## config.mk

```make
export PLATFORM = sky130hd
export DESIGN_NAME = ahb_cfg_arb
export DESIGN_NICKNAME = d
export VERILOG_FILES = /design/src/rtl/ahb_cfg_arb.sv
export SDC_FILE = /design/constraint.sdc
export NUM_CORES = 1
export LEC_CHECK = 0
export CAP_MARGIN = 20
export CORE_MARGIN = 3
export CORE_UTILIZATION = 40
export CTS_CLUSTER_SIZE = 8
export DETAILED_ROUTE_END_ITERATION = 10
export PLACE_DENSITY = 0.77
export REMOVE_ABC_BUFFERS = 1
export SLEW_MARGIN = 5
export SYNTH_ARGS = -nofsm -noshare
export SYNTH_HDL_FRONTEND = slang
export SYNTH_SLANG_ARGS = --single-unit
export TNS_END_PERCENT = 5
```

## constraint.sdc

```tcl
create_clock -name hclk -period 2.3 [get_ports hclk]
set_clock_uncertainty 0.2 [all_clocks]
set_input_delay 0.46 -clock hclk [delete_from_list [all_inputs] [get_ports hclk]]
set_output_delay 0.46 -clock hclk [all_outputs]
set_load 0.02 [all_outputs]
```

## src/rtl/ahb_cfg_arb.sv

```systemverilog
// Two-requester arbiter with a single-transfer AHB-Lite master port for the
// tdm register bank: one NONSEQ word transfer at a time, with done/err/rdata per requester.
module ahb_cfg_arb #(
  parameter int PRIORITY = 0,
  parameter int TIMEOUT  = 256
) (
  input  logic        hclk,
  input  logic        hresetn,
  input  logic        req0,
  input  logic        wr0,
  input  logic [31:0] addr0,
  input  logic [31:0] wdata0,
  output logic        done0,
  output logic [31:0] rdata0,
  output logic        err0,
  input  logic        req1,
  input  logic        wr1,
  input  logic [31:0] addr1,
  input  logic [31:0] wdata1,
  output logic        done1,
  output logic [31:0] rdata1,
  output logic        err1,
  output logic        hsel,
  output logic [31:0] haddr,
  output logic [1:0]  htrans,
  output logic        hwrite,
  output logic [2:0]  hsize,
  output logic [2:0]  hburst,
  output logic        hmastlock,
  output logic [31:0] hwdata,
  input  logic [31:0] hrdata,
  input  logic        hready,
  input  logic [1:0]  hresp,
  output logic        grant,
  output logic        busy
);

  typedef enum logic [1:0] {S_IDLE, S_ADDR, S_DATA} state_e;

  localparam logic [15:0] TO_LAST = 16'(TIMEOUT - 1);

  state_e      state_q, state_d;
  logic        grant_q, grant_d;
  logic        rr_q, rr_d;          // requester favoured when both request
  logic        wr_q, wr_d;
  logic [31:0] addr_q, addr_d;
  logic [31:0] wdata_q, wdata_d;
  logic [31:0] hwdata_q, hwdata_d;
  logic [15:0] cnt_q, cnt_d;
  logic        done0_q, done0_d, done1_q, done1_d;
  logic        err0_q, err0_d, err1_q, err1_d;
  logic [31:0] rdata0_q, rdata0_d, rdata1_q, rdata1_d;
  logic        win, finish, fin_err, fin_load;

  assign win = (req0 && req1) ? ((PRIORITY != 0) ? 1'b0 : rr_q) : req1;

  always_comb begin
    // NOTE: every variable gets a default before the case so no path infers a latch.
    state_d  = state_q;
    grant_d  = grant_q;
    rr_d     = rr_q;
    wr_d     = wr_q;
    addr_d   = addr_q;
    wdata_d  = wdata_q;
    hwdata_d = hwdata_q;
    cnt_d    = cnt_q;
    done0_d  = 1'b0;
    done1_d  = 1'b0;
    err0_d   = err0_q;
    err1_d   = err1_q;
    rdata0_d = rdata0_q;
    rdata1_d = rdata1_q;
    finish   = 1'b0;
    fin_err  = 1'b0;
    fin_load = 1'b0;

    case (state_q)
      S_IDLE: begin
        // The cycle carrying a done pulse is never an arbitration cycle, so a
        // requester that drops req on seeing done is not served twice.
        if ((req0 || req1) && !(done0_q || done1_q)) begin
          state_d = S_ADDR;
          grant_d = win;
          rr_d    = ~win;
          wr_d    = win ? wr1 : wr0;
          addr_d  = win ? addr1 : addr0;
          wdata_d = win ? wdata1 : wdata0;
          cnt_d   = '0;
        end
      end
      S_ADDR: begin
        if (hready) begin
          state_d  = S_DATA;
          cnt_d    = '0;
          hwdata_d = wdata_q;
        end else if (cnt_q == TO_LAST) begin
          finish  = 1'b1;
          fin_err = 1'b1;
        end else begin
          cnt_d = cnt_q + 16'd1;
        end
      end
      S_DATA: begin
        if (hready) begin
          finish   = 1'b1;
          fin_err  = (hresp != 2'b00);
          fin_load = !wr_q;
        end else if (cnt_q == TO_LAST) begin
          finish  = 1'b1;
          fin_err = 1'b1;
        end else begin
          cnt_d = cnt_q + 16'd1;
        end
      end
      default: state_d = S_IDLE;
    endcase

    if (finish) begin
      state_d = S_IDLE;
      if (grant_q) begin
        done1_d = 1'b1;
        err1_d  = fin_err;
        if (fin_load) rdata1_d = hrdata;
      end else begin
        done0_d = 1'b1;
        err0_d  = fin_err;
        if (fin_load) rdata0_d = hrdata;
      end
    end
  end

  always_ff @(posedge hclk or negedge hresetn) begin
    if (!hresetn) begin
      state_q  <= S_IDLE;
      grant_q  <= 1'b0;
      rr_q     <= 1'b0;
      wr_q     <= 1'b0;
      addr_q   <= '0;
      wdata_q  <= '0;
      hwdata_q <= '0;
      cnt_q    <= '0;
      done0_q  <= 1'b0;
      done1_q  <= 1'b0;
      err0_q   <= 1'b0;
      err1_q   <= 1'b0;
      rdata0_q <= '0;
      rdata1_q <= '0;
    end else begin
      // NOTE: non-blocking assignments so every register updates from pre-edge values.
      state_q  <= state_d;
      grant_q  <= grant_d;
      rr_q     <= rr_d;
      wr_q     <= wr_d;
      addr_q   <= addr_d;
      wdata_q  <= wdata_d;
      hwdata_q <= hwdata_d;
      cnt_q    <= cnt_d;
      done0_q  <= done0_d;
      done1_q  <= done1_d;
      err0_q   <= err0_d;
      err1_q   <= err1_d;
      rdata0_q <= rdata0_d;
      rdata1_q <= rdata1_d;
    end
  end

  assign hsel      = (state_q == S_ADDR);
  assign htrans    = (state_q == S_ADDR) ? 2'b10 : 2'b00;
  assign haddr     = addr_q;
  assign hwrite    = wr_q;
  assign hsize     = 3'b010;
  assign hburst    = 3'b000;
  assign hmastlock = 1'b0;
  assign hwdata    = hwdata_q;
  assign grant     = grant_q;
  assign busy      = (state_q != S_IDLE);
  assign done0     = done0_q;
  assign done1     = done1_q;
  assign err0      = err0_q;
  assign err1      = err1_q;
  assign rdata0    = rdata0_q;
  assign rdata1    = rdata1_q;

endmodule

```

==> reports/results.env <==
MAXCAP_VIOLATIONS=0
DRT_ITER0_MARKERS=244
NUMBER_OF_REMAINING_DRC_ERRORS=0
SYNTHESIS.YOSYS.WARNINGS=0
VIAS_PER_CELL=5.09
POST-PLACE-WS_NS=-0.297
SETUP.WORST_PATH.CLASS='reg -> reg'
ASYNC_RESET_FF_SHARE_PCT=100
WORSTREG2REGSTART='state_q[0]$_DFFE_PN0P_'
REG2REG_SETUP_SLACK_NS=-0.001
TRITONCTS.NUM_BUFFERS=17
FMAX_GHz=0.435
FINAL_LAYOUT_SIZE_SUFFIX_GT1_SHARE_PCT=21.6
LATER_PIN_CLOCK_LATENCY_IN_THE_SKEW_REPORT_NS=0.42
NETLIST_AREA_UM2=8150
FP.DIEH_UM=149
WORST_SETUP_PATH_START_KIND='flop'
GRT_OVERFLOW=0
YS.FLOP_TYPE='sky130_fd_sc_hd__dfrtp_1'
SYNTHCELLS=663
PWR_DENS_nW_PER_UM2=1300
OUTCOME='complete, but fails checks'
GRT_START_MAX_NET_PINS=56
CRIT_START='state_q[0]$_DFFE_PN0P_'
POSTLAYOUTCELLAREA_UM2=12600
POSTPLACECELLAREA_UM2=11900
FINAL.HOLD.WORST_SLACK_NS=0.299
FIN_NETS=1169
WORST_HOLD_PATH_TYPE='reg -> reg'
DIE_WIDTH_UM=149
AVERAGE_WIRE_LENGTH_PER_CELL_AFTER_DETAIL_ROUTING_UM=17.4
WORSTHOLDSTART='wdata_q[26]$_DFFE_PN0P_'
VDD.IR_DROP.WORST_V=0.000767
DIODES=0
ROOT_BUFFER='sky130_fd_sc_hd__clkbuf_16'
WORST_EP_ARRIVAL_TIME_NS=2.41
POSTSYNTHREGISTERBITS=185
DETAILEDROUTE.FIRSTPASSITERATIONCOUNT=4
ENDPOINT_KIND='flop'
FINALSETUPVIOLATIONS=1
IO_PINS=314
ROUTED_WIRELENGTH_MM=22.2
TRITONCTS='yes'
MAX-CLOCK-PATH-BUFFERS=2
WORST-SLEW-PIN-TRANSITION_NS=0.617
GRTUSAGETOTAL_PCT=20.2
ANT_NETS=0
SYNTHESIS.AREA_PER_INSTANCE_UM2=12.3
REPORT.FINAL.SLEW_VIOL_COUNT=0
FAILED_CHECKS='negative setup slack'
CORE_REGION_AREA_UM2=19700
ROWS=51
GP_CONGESTION=0.853
INITIAL_UTILIZATION_PCT=41.3
FINAL.MIN_CLOCK_PERIOD_NS=2.30
POWER_LEAKAGE_nW=5.50
GRT_SETUP_UNREPAIRED='true'
MAXSLEWHEADROOM_PCT=58.7
CTS.HTREE.LEVELS=4
GRT_ANTENNA_BEFORE_REPAIR=0
DR_TOTAL_VIAS=6470
CRITICAL_PATH_REQUIRED_NS=2.41
LAYOUT.FILLER_CELLS=1568
FIN_WS_NS=-0.00102
FINAL-HOLD-VIOLATION-COUNT=0
PLACE.DETAILED.INSTANCES=1238
CRIT_PATH_MAX_FANOUT=5
SYNTH-SEQ-AREA-SHARE_PCT=56.8
FINAL_CELL_COUNT_NO_FILL=1272
CLKSINKCOUNT=185
DESIGN.DIE.AREA_UM2=22100
SYNTH-EDFF-COUNT=0
CLKSLEWWORSTSETUPHOLDPATHS_NS=0.08
GRT_FIRST_PASS_WIRELENGTH_MM=35.5
GRT_PASS1_VIAS=6801
SYNTH.LIB_CELLS_USED.DISTINCT=46
IO_BUFFERS=305
FINALCRITPERIODSHARE_PCT=100
LAYOUT-AREA-OVERHEAD-VS-SYNTH_PCT=54.8
DPL.HPWL_MM=16.3
[routing by layer]
metal	share of wire [%]	up-vias	track usage, %
met1	39	3151	23.9
met5	0	-	0
met4	1.4	0	5.17
li1	-	3038	-
met2	50	258	34.9
met3	9.4	23	7.47
[layout make-up]
type,count,area (um^2),share of cell area [%]
Tap cell,265,332,2.63
Sequential cell,185,4630,36.7
Clock buffer,17,425,3.37
Timing Repair Buffer,358,3620,28.7
Multi-Input combinational cell,426,3380,26.8
Clock inverter,15,203,1.61
Inverter,6,22.5,0.179
[registers in the layout (all words and copies together), names as in the netlist]
| register | cells |
|---|---|
| rr_q | 1 |
| err0 | 1 |
| wdata_q | 32 |
| hwrite | 1 |
| haddr | 32 |
| state_q | 2 |
| cnt_q | 16 |
| grant | 1 |
| done1 | 1 |
| done0 | 1 |
| rdata0 | 32 |
| hwdata | 32 |
| err1 | 1 |
| rdata1 | 32 |
[cell families (layout without fill, tap and decap cells)]
logic type,Yosys count,after routing,synth area share [%]
other,2,8,0.0921
AND/OR/NAND/NOR,127,127,7.75
adder cells (fa/ha/maj),6,6,0.921
multiplexers,171,171,22.6
flip-flops,185,185,56.8
buffers and inverters,58,396,3.58
AO/OA/AOI/OAI,114,114,8.26
[power by group]
part           total [W]  internal [W]  switching [W]
registers        0.00546       0.00470       0.000761
clock network    0.00300       0.00150        0.00150
logic            0.00790       0.00399        0.00391
total             0.0164        0.0102        0.00617
[worst max-delay path: stages (launching register included)]
cell and delay, ns:
sky130_fd_sc_hd__dfrtp_1 0.40, sky130_fd_sc_hd__buf_4 0.14, sky130_fd_sc_hd__ha_2 0.20, sky130_fd_sc_hd__or4_4 0.63, sky130_fd_sc_hd__nor4_2 0.25, sky130_fd_sc_hd__mux2_2 0.36
[synthesized netlist by cell type (3+ instances only)]
cell	instances	area, um^2
sky130_fd_sc_hd__nand3_1	5	25.0
sky130_fd_sc_hd__nand4_1	7	43.8
sky130_fd_sc_hd__mux2i_1	67	671
sky130_fd_sc_hd__o31a_1	8	70.1
sky130_fd_sc_hd__a21oi_1	74	370
sky130_fd_sc_hd__and3_1	4	25.0
sky130_fd_sc_hd__buf_4	12	90.1
sky130_fd_sc_hd__inv_1	6	22.5
sky130_fd_sc_hd__mux2_2	104	1170
sky130_fd_sc_hd__or4_1	5	37.5
sky130_fd_sc_hd__buf_1	12	45.0
sky130_fd_sc_hd__nor3_1	3	15.0
sky130_fd_sc_hd__dfrtp_1	185	4630
sky130_fd_sc_hd__nand2_1	10	37.5
sky130_fd_sc_hd__nor2_1	70	263
sky130_fd_sc_hd__o21ai_0	4	20.0
sky130_fd_sc_hd__o31ai_1	7	52.6
sky130_fd_sc_hd__and4_1	3	26.3
sky130_fd_sc_hd__nor4_1	8	50.1
sky130_fd_sc_hd__clkbuf_1	15	56.3
sky130_fd_sc_hd__ha_1	6	75.1
sky130_fd_sc_hd__buf_2	11	55.1
sky130_fd_sc_hd__a31oi_1	7	43.8
[worst paths after layout]
path	end	cells after the start
min	hwdata[26]$_DFFE_PN0P_	1
max	cnt_q[13]$_DFFE_PN0P_	5
max in group asynchronous	rdata0[17]$_DFFE_PN0P_	3
max reg2reg	cnt_q[13]$_DFFE_PN0P_	5
min reg2reg	hwdata[26]$_DFFE_PN0P_	1
min in group asynchronous	rdata1[23]$_DFFE_PN0P_	2
[stage by stage]
stage	total power (W)	TNS, ns	util, %
6_report	0.0164	-0.00102	64.0
5_1_grt	0.0174	-0.0930	64.0
4_1_cts	0.0165	-0.164	63.6
3_5_place_dp	0.0135	-12.64	60.3
3_3_place_gp	0.0133	-10.98	60.3
2_1_floorplan	0.00920	-405.48	-
[cell usage in the layout, fill, tap and decap left out, drive strengths merged, types with 8 or more instances in the layout]
cell | netlist | layout
a21oi | 74 | 74
buf | 37 | 55
clkbuf | 15 | 18
clkdlybuf4s50 | 0 | 300
clkinv | 0 | 8
conb | 2 | 8
dfrtp | 185 | 185
inv | 6 | 12
mux2 | 104 | 104
mux2i | 67 | 67
nand2 | 10 | 10
nor2 | 70 | 70
nor4 | 10 | 10
o31a | 8 | 8
[timing repair]
item,in CTS,in global routing
gates cloned,0,0
pin swaps,1,4
setup buffers,0,1
setup endpoints to repair,14,39
resized for setup,16,17
hold endpoints to repair,39,0
hold buffers,1,0
(Power assumes the default switching activity.)
